**src/rtl/mem_arbiter.sv**
```systemverilog
// mem_arbiter -- two-port front end for a shared single-port synchronous RAM.
//
// The CPU port can load or store. The IO port is read-only.
// Each access takes two cycles:
//   GRANT_x : the address (and, for CPU stores, the write data and write
//             enable) is presented to the RAM, and x_gnt pulses.
//   DATA_x  : the RAM read data comes back, x_valid pulses, and
//             x_rdata = mem_dout.
// A new arbitration can happen in the DATA cycle. This gives back-to-back
// accesses at one per two cycles.
//
// Optional feature macro: MEMARB_ROUND_ROBIN_EN
//   defined   : on simultaneous requests, grant the requester that was not
//               granted last.
//   undefined : the CPU always wins ties.
//
// Parameters: AW address width, DW data width.
// Ports:
//   clk, reset                       clock, synchronous active-high reset
//   cpu_req/we/addr/wdata            CPU request side
//   cpu_gnt, cpu_valid, cpu_rdata    CPU response side
//   io_req/addr                      IO request side (read-only)
//   io_gnt, io_valid, io_rdata       IO response side
//   mem_addr, mem_din, mem_we        RAM command (registered)
//   mem_dout                         RAM read data (one-cycle latency)
//   busy                             high while a GRANT/DATA state is active
module mem_arbiter #(
    parameter int AW = 16,
    parameter int DW = 16
) (
    input  logic          clk,
    input  logic          reset,
    input  logic          cpu_req,
    input  logic          cpu_we,
    input  logic [AW-1:0] cpu_addr,
    input  logic [DW-1:0] cpu_wdata,
    output logic          cpu_gnt,
    output logic          cpu_valid,
    output logic [DW-1:0] cpu_rdata,
    input  logic          io_req,
    input  logic [AW-1:0] io_addr,
    output logic          io_gnt,
    output logic          io_valid,
    output logic [DW-1:0] io_rdata,
    output logic [AW-1:0] mem_addr,
    output logic [DW-1:0] mem_din,
    output logic          mem_we,
    input  logic [DW-1:0] mem_dout,
    output logic          busy
);

    typedef enum logic [2:0] {
        IDLE      = 3'd0,
        GRANT_CPU = 3'd1,
        GRANT_IO  = 3'd2,
        DATA_CPU  = 3'd3,
        DATA_IO   = 3'd4
    } state_t;

    state_t        state;
    logic [DW-1:0] cpu_rdata_q;
    logic [DW-1:0] io_rdata_q;
    logic          pick_cpu;
    logic          pick_io;

`ifdef MEMARB_ROUND_ROBIN_EN
    // 1 = the last grant went to IO, 0 = it went to the CPU
    logic          last_grant_io;
`endif

    // Winner selection among the current requests (used only in arbitrating states)
    always_comb begin
        pick_cpu = 1'b0;
        pick_io  = 1'b0;
`ifdef MEMARB_ROUND_ROBIN_EN
        if (cpu_req && io_req) begin
            pick_cpu = last_grant_io;
            pick_io  = !last_grant_io;
        end else begin
            pick_cpu = cpu_req;
            pick_io  = io_req;
        end
`else
        pick_cpu = cpu_req;
        pick_io  = io_req && !cpu_req;
`endif
    end

    // Arbiter FSM with registered grant/valid/RAM-command/busy outputs
    always_ff @(posedge clk) begin
        if (reset) begin
            state       <= IDLE;
            cpu_gnt     <= 1'b0;
            io_gnt      <= 1'b0;
            cpu_valid   <= 1'b0;
            io_valid    <= 1'b0;
            mem_we      <= 1'b0;
            mem_addr    <= '0;
            mem_din     <= '0;
            busy        <= 1'b0;
            cpu_rdata_q <= '0;
            io_rdata_q  <= '0;
`ifdef MEMARB_ROUND_ROBIN_EN
            last_grant_io <= 1'b1;
`endif
        end else begin
            // Pulses are one cycle long unless the case below sets them again
            cpu_gnt   <= 1'b0;
            io_gnt    <= 1'b0;
            cpu_valid <= 1'b0;
            io_valid  <= 1'b0;
            mem_we    <= 1'b0;
            case (state)
                IDLE, DATA_CPU, DATA_IO: begin
                    // Keep the returned data so rdata holds after the DATA cycle
                    if (state == DATA_CPU) begin
                        cpu_rdata_q <= mem_dout;
                    end
                    if (state == DATA_IO) begin
                        io_rdata_q <= mem_dout;
                    end
                    // mem_addr/mem_din/mem_we act as the latch for the winner's request
                    if (pick_cpu) begin
                        state    <= GRANT_CPU;
                        cpu_gnt  <= 1'b1;
                        mem_addr <= cpu_addr;
                        mem_din  <= cpu_wdata;
                        mem_we   <= cpu_we;
                        busy     <= 1'b1;
`ifdef MEMARB_ROUND_ROBIN_EN
                        last_grant_io <= 1'b0;
`endif
                    end else if (pick_io) begin
                        state    <= GRANT_IO;
                        io_gnt   <= 1'b1;
                        mem_addr <= io_addr;
                        busy     <= 1'b1;
`ifdef MEMARB_ROUND_ROBIN_EN
                        last_grant_io <= 1'b1;
`endif
                    end else begin
                        state <= IDLE;
                        busy  <= 1'b0;
                    end
                end
                GRANT_CPU: begin
                    state     <= DATA_CPU;
                    cpu_valid <= 1'b1;
                    busy      <= 1'b1;
                end
                GRANT_IO: begin
                    state    <= DATA_IO;
                    io_valid <= 1'b1;
                    busy     <= 1'b1;
                end
                default: begin
                    state <= IDLE;
                    busy  <= 1'b0;
                end
            endcase
        end
    end

    // The RAM returns data during the DATA cycle itself, so rdata passes
    // mem_dout straight through there. At all other times it shows the
    // captured copy.
    assign cpu_rdata = (state == DATA_CPU) ? mem_dout : cpu_rdata_q;
    assign io_rdata  = (state == DATA_IO)  ? mem_dout : io_rdata_q;

endmodule

```
**config.mk**
```make
export PLATFORM = sky130hd
export DESIGN_NAME = mem_arbiter
export DESIGN_NICKNAME = d
export VERILOG_FILES = /design/src/rtl/mem_arbiter.sv
export SDC_FILE = /design/constraint.sdc
export NUM_CORES = 1
export LEC_CHECK = 0
export CAP_MARGIN = 20
export CORE_ASPECT_RATIO = 1.1
export CORE_MARGIN = 2
export CORE_UTILIZATION = 38
export DETAILED_ROUTE_END_ITERATION = 6
export PLACE_DENSITY = 0.84
export SETUP_SLACK_MARGIN = 0.05
export SLEW_MARGIN = 20
export SYNTH_ARGS = -nofsm -noshare
export SYNTH_HDL_FRONTEND = slang
export SYNTH_SLANG_ARGS = --single-unit
```
**constraint.sdc**
```tcl
create_clock -name clk -period 1.65 [get_ports clk]
set_input_delay 0.33 -clock clk [delete_from_list [all_inputs] [get_ports clk]]
set_output_delay 0.33 -clock clk [all_outputs]
set_load 0.05 [all_outputs]
```
==> reports/results.ini <==
[clock_network]
clk_path_buf_depth = 2
cts_tree = done
cts_hold_buf = 0
cts_made_buffers = 9
insertion_delay_ns = 0.34
cts_sinks = 72
path_clk_slew_ns = 0.08
clock-root-buffer = clkbuf_8
h-tree-depth = 3

[die]
dieHeight_um = 98.91
die_w_um = 90.28
core_area_um2 = 7913
initial_core_util_pct = 39.33
ios = 139
design.die.area_um2 = 8930
num_rows = 34

[global_routing]
grt_pass1_vias = 2662
use_met3_pct = 7.187
grt_max_degree = 37
grtUsageTotal_pct = 17.44
use_met1_pct = 20.10
grt_antenna_before_repair = 0
use_met2_pct = 30.25
grt-ovfl-total = 0
grt_pass1_wl_mm = 12.84
top_usage_layer = met2

[routing]
route.vias.total = 2604
routed_wl_mm = 7.823
wire_per_inst_um = 14.54
via_per_inst = 4.840
ant_nets = 0
firstDrtPassIters = 4
drc = 0
drt_iter0_markers = 52

[setup_path]
crit_path_start_kind = register
end_kind = output port
cpPeakStageDelay_ns = 0.34
arrival_ns = 1.65
path_max_fanout = 9
cp.depth = 4
path_common_cell = buf_12
critPathBufInv = 2
path_cells = and3b_4, buf_12, mux2_4, buf_12
r2r_end = state[1]$_SDFF_PP0_
path_class = register to output port
r2r_start = state[2]$_SDFF_PP0_
rr_worst_depth = 4
crit_path_top_delay_cell = dfxtp_4
rrSetupSlack_ns = 0.18
cpLargestDelayFamily = flip-flops
worstPathRequired_ns = 1.32

[min_path]
hold_depth = 3
hp-class = input pin to register
min_from = reset
holdPathEnd = cpu_valid$_SDFF_PP0_

[placed_design]
gp_congestion = 0.7088
hpwl_mm = 5.571
io_buffers = 138

[sta]
fin_crit_sh_pct = 119.8
rsz0062_at_grt = yes
setup_tns_ns = -9.588
maxSlewHeadroom_pct = 77.58
finalClockSkew_ns = 0.01201
hold_viol = 0
setup_ws_ns = -0.3269
tightest_slew_ns = 0.3363
drv_slew = 0
min_period_ns = 1.977
finalSetupViolCount = 32
fmax_ghz = 0.5058

[logic_synthesis]
async_flop_share_pct = 0
avgSynthCellArea_um2 = 11.27
yosys.cell_types.count = 31
syn_area_um2 = 3112
seq_area_frac_synth_pct = 46.32
ys.flop_type = dfxtp_1
ys_seq_elements = 72
syn-num-nets = 345
synth_cells = 276
synth_edf_count = 0
yosysWarningCount = 0

[run_status]
status = finished with violations
failed_checks = negative setup slack

[layout]
area_growth_pct = 63.29
fillerInstances = 624
nNetsFinal = 495
drive_gt1_share_pct = 37.67
antenna_cells = 0
final-seq-area_um2 = 1448
multi_input_area_um2 = 1504

[power]
power_density_nw_per_um2 = 1173
peakVddDrop_mv = 0.5289
finalPower_mw = 5.959
leakage_nw = 2.249

[job]
drv_cap = 0

registers in the layout (all words and copies together), names as in the netlist:
| name | cells |
|---|---|
| cpu_valid | 1 |
| busy | 1 |
| mem_addr | 16 |
| io_gnt | 1 |
| cpu_gnt | 1 |
| cpu_rdata_q | 16 |
| mem_din | 16 |
| io_rdata_q | 16 |
| mem_we | 1 |
| state | 3 |
how the worst max path moves through the flow:
stage / startpoint / to / slack [ns]
after global placement: cpu_req / mem_din[8]$_SDFFE_PP0P_ / -0.03
after detailed placement: cpu_req / mem_din[8]$_SDFFE_PP0P_ / -0.1
after floorplan: state[2]$_SDFF_PP0_ / io_rdata[0] / -0.08
after global routing: state[0]$_SDFF_PP0_ / io_rdata[12] / -0.40
final: state[2]$_SDFF_PP0_ / cpu_rdata[0] / -0.33
after CTS: state[2]$_SDFF_PP0_ / cpu_rdata[0] / -0.36
synthesized netlist by cell type (all sizes together) (2+ instances only):
cell type  instances  share of area (%)
o22a              17                4.8
inv               19                2.3
nand2b            16                3.2
nor2              19                2.5
a221oi            15                4.2
clkbuf             9                1.1
nor2b             22                4.4
mux2              32                 13
nor3b              2               0.84
a2bb2oi           16                6.5
o21ai              2                1.0
dfxtp             72                 46
nor3               2               0.68
buf               13                4.1
and2b             12                2.9
cell families (layout without fill, tap and decap cells):
| group | after synthesis | after routing | synth area share, % |
|---|---|---|---|
| AO/OA/AOI/OAI | 52 | 52 | 17.17 |
| flip-flops | 72 | 72 | 46.32 |
| buffers and inverters | 41 | 195 | 7.519 |
| AND/OR/NAND/NOR | 78 | 78 | 15.92 |
| XOR/XNOR | 1 | 1 | 0.2815 |
| multiplexers | 32 | 32 | 12.79 |
worst reg2reg max path: cells and delay by family (launching register included):
kind | cells | cell delay [ns]
and+or+nand+nor | 1 | 0.68
DFF | 1 | 0.34
buffers and inverters | 2 | 0.26
AOI/OAI and AO/OA | 1 | 0.09
placed cells by master, fill, tap and decap left out:
master | Yosys | layout
buf_8 | 0 | 1
o21ba_2 | 1 | 1
o22a_1 | 17 | 17
dfxtp_4 | 0 | 1
nor3b_4 | 1 | 1
mux2_4 | 10 | 28
dfxtp_1 | 72 | 69
nor3_4 | 1 | 1
inv_1 | 19 | 19
o41ai_1 | 1 | 1
clkbuf_8 | 0 | 10
clkdlybuf4s50_1 | 0 | 67
buf_12 | 2 | 18
xnor2_1 | 1 | 1
nor3b_1 | 1 | 1
a2bb2oi_2 | 10 | 10
bufinv_16 | 0 | 3
buf_6 | 5 | 20
nor4b_1 | 1 | 1
nor4_1 | 1 | 1
mux2_2 | 22 | 4
and3b_4 | 1 | 1
buf_4 | 1 | 54
or4b_2 | 1 | 1
dfxtp_2 | 0 | 2
clkinvlp_4 | 0 | 1
buf_2 | 5 | 1
a2bb2oi_1 | 6 | 6
a221oi_1 | 15 | 15
nor2_4 | 1 | 1
nand2b_1 | 16 | 16
nor2b_1 | 22 | 22
nor2_1 | 18 | 18
and2b_1 | 12 | 12
inv_4 | 0 | 1
nand2_1 | 1 | 1
o21ai_4 | 2 | 2
nor3_1 | 1 | 1
metrics by stage:
stage          cells  cell area, µm²  setup slack [ns]  util, %  hold slack [ns]
2_1_floorplan    276            3181          -0.07827        -           0.4422
3_3_place_gp     517            4666          -0.02805    58.97           0.4573
3_5_place_dp     517            4666          -0.09537    58.97           0.4680
4_1_cts          533            5006           -0.3601    63.27           0.3666
5_1_grt          538            5081           -0.4015    64.22           0.4048
6_report         538            5081           -0.3269    64.22           0.3817
timing repair:
item	in CTS	in global routing
gates resized for setup	25	0
setup endpoints to repair	33	46
gates cloned	0	0
pin swaps	0	3
buffers inserted	1	5
power by group:
group	switching (mW)	internal, mW
Clock	0.645	1.04
Sequential	0.115	1.95
Combinational	1.28	0.929
final cells by class:
type	instances	share of cell area, %
inverter	19	1.404
multi-input combinational	163	29.60
clock buffer	10	2.709
sequential	72	28.49
tap	108	2.659
timing repair buffer	161	33.10
clock inverter	5	2.044
layer usage:
metal	wire length [µm]	vias up
met2	3943	104
met3	653	10
li1	-	1261
met1	3146	1229
met5	0	-
met4	80	0
(Power assumes the default switching activity.)
